==> config.mk <==
export PLATFORM = sky130hd
export DESIGN_NAME = map_room_mux
export DESIGN_NICKNAME = d
export VERILOG_FILES = /design/src/rtl/map_pkg.sv /design/src/rtl/map_room_lookup.sv /design/src/rtl/map_room_mux.sv
export SDC_FILE = /design/constraint.sdc
export NUM_CORES = 1
export LEC_CHECK = 0
export CAP_MARGIN = 0
export CORE_UTILIZATION = 30
export CTS_CLUSTER_SIZE = 16
export DETAILED_ROUTE_END_ITERATION = 12
export HOLD_SLACK_MARGIN = 0.02
export PLACE_DENSITY = 0.82
export SYNTH_ARGS = -nofsm -noshare
export SYNTH_HDL_FRONTEND = slang
export SYNTH_SLANG_ARGS = --single-unit
export TNS_END_PERCENT = 10
==> constraint.sdc <==
create_clock -name clk_vga -period 2.1 [get_ports clk_vga]
set_clock_uncertainty 0.2 [all_clocks]
set_input_delay 0.21 -clock clk_vga [delete_from_list [all_inputs] [get_ports clk_vga]]
set_output_delay 0.21 -clock clk_vga [all_outputs]
set_load 0.005 [all_outputs]
==> src/rtl/map_pkg.sv <==
// map_pkg
// Shared definitions for the map room multiplexer: the room transition
// state type, default widths, named room indices and a default coordinate
// table that integrators can hand to map_room_mux through ROOM_XY.
package map_pkg;

  typedef enum logic [1:0] {
    LOOKUP = 2'd0,
    BLANK  = 2'd1,
    SHOW   = 2'd2
  } map_state_t;

  localparam int DEF_NUM_ROOMS = 12;
  localparam int DEF_COORD_W   = 4;
  localparam int DEF_COLOR_W   = 8;

  localparam logic [3:0] START_CASTLE     = 4'd0;
  localparam logic [3:0] HALLWAY_TOP      = 4'd1;
  localparam logic [3:0] HALLWAY_RIGHT    = 4'd2;
  localparam logic [3:0] HALLWAY_LEFT     = 4'd3;
  localparam logic [3:0] HALLWAY_BOTTOM   = 4'd4;
  localparam logic [3:0] BLUE_MAZE_TOP    = 4'd5;
  localparam logic [3:0] BLUE_MAZE_1      = 4'd6;
  localparam logic [3:0] BLUE_MAZE_BOTTOM = 4'd7;
  localparam logic [3:0] BLUE_MAZE_CENTER = 4'd8;
  localparam logic [3:0] BLUE_MAZE_ENTRY  = 4'd9;
  localparam logic [3:0] WHITE_CASTLE     = 4'd10;
  localparam logic [3:0] YELLOW_CASTLE    = 4'd11;

  // Entry i is {x, y} in byte i; entry 0 is the start castle at (3,5).
  localparam logic [DEF_NUM_ROOMS*2*DEF_COORD_W-1:0] DEFAULT_ROOM_XY =
    96'h43424140_14131211_10263635;

endpackage

==> src/rtl/map_room_lookup.sv <==
// map_room_lookup
// Combinational priority encoder that maps a room coordinate pair to the
// index of the first matching entry of the coordinate table.
// Ports:
//   coord_x, coord_y : requested room column / row
//   idx              : lowest matching table index (0 when nothing matches)
//   hit              : a table entry matched
module map_room_lookup
  import map_pkg::*;
#(
  parameter int NUM_ROOMS = DEF_NUM_ROOMS,
  parameter int COORD_W   = DEF_COORD_W,
  parameter logic [NUM_ROOMS*2*COORD_W-1:0] ROOM_XY = '0
) (
  input  logic [COORD_W-1:0] coord_x,
  input  logic [COORD_W-1:0] coord_y,
  output logic [3:0]         idx,
  output logic               hit
);

  // Scan from the top entry down so that the lowest matching index is the
  // last one written and therefore wins.
  always_comb begin
    idx = '0;
    hit = 1'b0;
    for (int i = NUM_ROOMS - 1; i >= 0; i--) begin
      if (ROOM_XY[i*2*COORD_W +: 2*COORD_W] == {coord_x, coord_y}) begin
        idx = 4'(i);
        hit = 1'b1;
      end
    end
  end

endmodule

==> src/rtl/map_room_mux.sv <==
// map_room_mux
// Selects one room's pixel stream out of NUM_ROOMS room renderer outputs,
// chosen by looking the requested map coordinates up in ROOM_XY. A room
// change runs LOOKUP -> BLANK (BLANK_FRAMES frames) -> SHOW, with the
// picture held at BG_COLOR until SHOW. Pixels have a fixed two-cycle latency.
// Optional build macro: MAP_SCANLINE_FADE_EN shows the new room on odd rows
// while blanking.
// Ports:
//   clk_vga      : pixel clock
//   reset        : asynchronous, active-low reset
//   CurrentX/Y   : current pixel column / row
//   frame_start  : one-cycle pulse at the start of each frame
//   mapX, mapY   : requested room coordinates
//   room_pixels  : packed room colours, room i at [i*COLOR_W +: COLOR_W]
//   mapData      : selected pixel
//   room_idx     : index of the active room
//   room_valid   : active coordinates matched a table entry
//   room_changed : one-cycle pulse on entering SHOW
module map_room_mux
  import map_pkg::*;
#(
  parameter int NUM_ROOMS    = DEF_NUM_ROOMS,
  parameter int COORD_W      = DEF_COORD_W,
  parameter int COLOR_W      = DEF_COLOR_W,
  parameter logic [NUM_ROOMS*2*COORD_W-1:0] ROOM_XY = '0,
  parameter int BLANK_FRAMES = 1,
  parameter logic [COLOR_W-1:0] BG_COLOR = '0
) (
  input  logic                         clk_vga,
  input  logic                         reset,
  input  logic [9:0]                   CurrentX,
  input  logic [8:0]                   CurrentY,
  input  logic                         frame_start,
  input  logic [COORD_W-1:0]           mapX,
  input  logic [COORD_W-1:0]           mapY,
  input  logic [NUM_ROOMS*COLOR_W-1:0] room_pixels,
  output logic [COLOR_W-1:0]           mapData,
  output logic [3:0]                   room_idx,
  output logic                         room_valid,
  output logic                         room_changed
);

  localparam logic [3:0] LAST_FRAME =
    (BLANK_FRAMES > 0) ? 4'(BLANK_FRAMES - 1) : 4'd0;

  map_state_t           state, next_state;
  logic [3:0]           blank_cnt, next_cnt;
  logic [COORD_W-1:0]   lat_x, lat_y;
  logic [3:0]           hit_idx;
  logic                 hit;
  logic                 coord_change;

  logic [COLOR_W-1:0]   stage1;
  map_state_t           state_d;
  logic                 valid_d;
  logic                 pass;
`ifdef MAP_SCANLINE_FADE_EN
  logic                 row_d;
`endif

  // The pixel position only matters for the optional fade row select.
  logic unused_pos;
  assign unused_pos = ^{CurrentX, CurrentY};

  map_room_lookup #(
    .NUM_ROOMS (NUM_ROOMS),
    .COORD_W   (COORD_W),
    .ROOM_XY   (ROOM_XY)
  ) u_lookup (
    .coord_x (mapX),
    .coord_y (mapY),
    .idx     (hit_idx),
    .hit     (hit)
  );

  assign coord_change = ({mapX, mapY} != {lat_x, lat_y});

  // Next-state logic. A coordinate change beats a frame_start arriving in
  // the same cycle, so blanking restarts from a fresh lookup.
  always_comb begin
    next_state = state;
    next_cnt   = blank_cnt;
    unique case (state)
      LOOKUP: begin
        next_cnt   = '0;
        next_state = (BLANK_FRAMES > 0) ? BLANK : SHOW;
      end
      BLANK: begin
        if (coord_change) begin
          next_state = LOOKUP;
        end else if (frame_start) begin
          next_cnt = blank_cnt + 4'd1;
          if (blank_cnt == LAST_FRAME) begin
            next_state = SHOW;
          end
        end
      end
      SHOW: begin
        if (coord_change) begin
          next_state = LOOKUP;
        end
      end
      default: next_state = LOOKUP;
    endcase
  end

  // State register plus the control outputs, which are captured from the
  // lookup only while in LOOKUP.
  always_ff @(posedge clk_vga or negedge reset) begin
    if (!reset) begin
      state        <= LOOKUP;
      blank_cnt    <= '0;
      lat_x        <= '0;
      lat_y        <= '0;
      room_idx     <= '0;
      room_valid   <= 1'b0;
      room_changed <= 1'b0;
    end else begin
      state        <= next_state;
      blank_cnt    <= next_cnt;
      room_changed <= (next_state == SHOW) && (state != SHOW);
      if (state == LOOKUP) begin
        lat_x      <= mapX;
        lat_y      <= mapY;
        room_idx   <= hit_idx;
        room_valid <= hit;
      end
    end
  end

  // Stage 2 gate, using control delayed alongside the stage 1 pixel.
  always_comb begin
    pass = (state_d == SHOW) && valid_d;
`ifdef MAP_SCANLINE_FADE_EN
    if ((state_d == BLANK) && valid_d && row_d) begin
      pass = 1'b1;
    end
`endif
  end

  // Two-stage pixel pipeline: select the room, then gate with the control
  // that was current when that pixel was selected.
  always_ff @(posedge clk_vga or negedge reset) begin
    if (!reset) begin
      stage1  <= '0;
      state_d <= LOOKUP;
      valid_d <= 1'b0;
      mapData <= BG_COLOR;
`ifdef MAP_SCANLINE_FADE_EN
      row_d   <= 1'b0;
`endif
    end else begin
      stage1  <= room_pixels[int'(room_idx)*COLOR_W +: COLOR_W];
      state_d <= state;
      valid_d <= room_valid;
      mapData <= pass ? stage1 : BG_COLOR;
`ifdef MAP_SCANLINE_FADE_EN
      row_d   <= CurrentY[0];
`endif
    end
  end

endmodule

==> reports/qor.yml <==
status: "finished with violations"
violations: "design-rule violations"
finalSetupTns_ns: 0
worstPathMaxFanout: 9
path_cells: "xor2_1 > nor4_4 > buf_4 > nand3_1 > a31o_1"
syn_area_um2: 1440
cts_buffers: 5
cts_tree: "built"
ir_drop_mv: 0.244
htreeDepth: 2
synth.area.top_cells: "dfrtp_1 61%, mux2_2 6.3%, xor2_1 4.9%"
cts.sinks: 35
synthFlopType: "dfrtp_1"
grt_max_degree: 36
cpPeakStageDelay_ns: 0.39
clockBufferDepth: 2
synth_most_common_cell: "dfrtp_1"
yosysTopAreaCellShare_pct: 60.9
critPathKind: "reg2reg"
finalCritPeriodShare_pct: 81.4
finalInstanceArea_um2: 1900
finalCriticalPeriod_ns: 1.71
die_area_um2: 5080
power-per-cell-area_nw_per_um2: 836
io_pins: 140
slew_violations: 0
io_buffers: 28
ys_top_cells_by_count: "35 x dfrtp_1, 9 x and2_1, 9 x nand2_1, 8 x mux2_2, 8 x xor2_1"
placed_area_um2: 1800
postCtsSetupBuffers: 0
hold_buffers: 0
vias: 917
cp-end-kind: "flop"
rsz0062_at_grt: "false"
grt_first_pass_wirelength_um: 4140
dpl.hpwl_um: 1680
root_buffer: "clkbuf_8"
grt_antenna_before_repair: 0
clock_latency_ns: 0.28
path_clk_slew_ns: 0.07
yosys_warnings: 0
synth_area_leader_cell: "dfrtp_1"
fin_nets: 276
ys_seq_area_share_pct: 60.9
die_width_um: 71.3
postSynthAreaPerCell_um2: 13.0
synth-edff-count: 0
die_h_um: 71.3
synthCells: 111
start_kind: "flop"
grt.total_usage_pct: 10.9
num-fill-cells: 430
globalRouteOverflowTotal: 0
wirelength_um: 2390
gp_congestion: 0.722
fmax_mhz: 585
async_flop_share_pct: 100
p_total_mw: 1.59
fp-row-count: 24
ys_types: 29
first_iter_violations: 45
drv_cap: 0
postRouteAntennaNets: 0
wl_per_cell_um: 12.0
drcViolationCount: 3
area_delta_synth_final_pct: 32.2
start_util_pct: 32.2
critPathArrivalTime_ns: 1.69
p_leak_nw: 0.825
drive_gt1_share_pct: 16.2
routed_via_density: 4.59
grt_pass1_vias: 940
required_ns: 2.08
setup_viol: 0
yosys_register_bits: 35
antennaDiodeCount: 0
fp.coreArea_um2: 4470
postCtsResizedCells: 0
critPathSlowestCell: "dfrtp_1"
hold_viol: 0
dr.pass1.iters: 8
hold_path_class: "in2async"
==> registers in the layout, indices dropped and copies added (netlist names) <==
name	cells
lat_y	4
blank_cnt	4
stage1	8
room_valid	1
room_changed	1
state_d	2
state	2
valid_d	1
lat_x	4
mapData	8
==> stage by stage <==
step	utilization, %	std cells	setup WS, ns	hold slack (ns)
2_1_floorplan	-	114	0.437	-0.286
3_5_place_dp	40.1	193	0.0765	0.206
4_1_cts	42.5	200	0.358	0.150
6_report	42.5	200	0.391	0.134
3_3_place_gp	40.1	193	0.102	0.209
5_1_grt	42.5	200	0.282	0.147
==> worst max-delay path: cells and delay by family, from the launching register on <==
kind | cells | cell delay [ns]
AND/OR/NAND/NOR | 2 | 0.40
XOR/XNOR | 1 | 0.19
buffers and inverters | 1 | 0.21
AO/OA/AOI/OAI | 1 | 0.23
flip-flops | 1 | 0.39
==> final cells by class <==
class,instances,area [µm²],share of cell area (%)
inverters,2,7.51,0.395
flip-flops and latches,35,876,46.1
clock inverters,2,37.5,1.97
clock buffers,5,68.8,3.62
multi-input cells,71,529,27.8
well taps,52,65.1,3.42
repair buffers,33,318,16.7
==> cells in the final DEF (no fill, tap or decap) <==
cell              n
dfrtp_1          35
clkdlybuf4s50_1  28
nand2_1           9
and2_1            9
xor2_1            8
mux2_2            8
clkbuf_8          5
buf_4             5
nand3_1           4
conb_1            4
nand3b_1          3
a31o_1            3
inv_1             2
nand2b_1          2
nor4_4            2
a21oi_1           2
nor2_1            2
nor4_1            2
ha_1              2
nor4bb_1          1
and3b_1           1
o311ai_1          1
a31o_2            1
o211ai_1          1
nor2_2            1
o21ai_0           1
and4_1            1
nand4_1           1
nor3_1            1
a32o_1            1
clkinvlp_4        1
bufinv_16         1
==> routing by layer <==
layer	global-route usage [%]	vias up	wire length, µm
met5	0	-	0
met4	7.56	0	74
met3	3.09	7	133
met2	17.0	29	1140
met1	12.9	437	1040
li1	-	444	-
==> kinds of logic (layout without fill, tap and decap cells) <==
kind of cell | count (synthesis) | count (layout) | synth area share, %
XOR/XNOR | 8 | 8 | 4.87
AND/OR/NAND/NOR | 39 | 39 | 17.6
AO/OA/AOI/OAI | 10 | 10 | 5.30
other | 1 | 4 | 0.261
multiplexers | 8 | 8 | 6.26
flip-flops | 35 | 35 | 60.9
adder cells (fa/ha/maj) | 2 | 2 | 1.74
buffers and inverters | 8 | 42 | 3.13
==> final timing paths <==
kind / depth (start not counted) / end / startpoint / slack, ns
max: 5 / blank_cnt[0] / lat_x[1] / 0.39
max in group asynchronous: 2 / lat_y[3] / reset / 1.26
min: 2 / mapData[7] / reset / 0.13
min reg2reg: 0 / valid_d / room_valid / 0.22
min in group clk_vga: 1 / stage1[0] / room_pixels[0] / 0.16
max reg2reg: 5 / blank_cnt[0] / lat_x[1] / 0.39
==> report_power, final <==
part           internal [mW]  leakage [nW]  switching (mW)
registers              0.732         0.448          0.0314
clock network          0.347        0.0502           0.235
logic                  0.118         0.327           0.128
total                   1.20         0.825           0.394
Power figures use the tool's default switching activity.
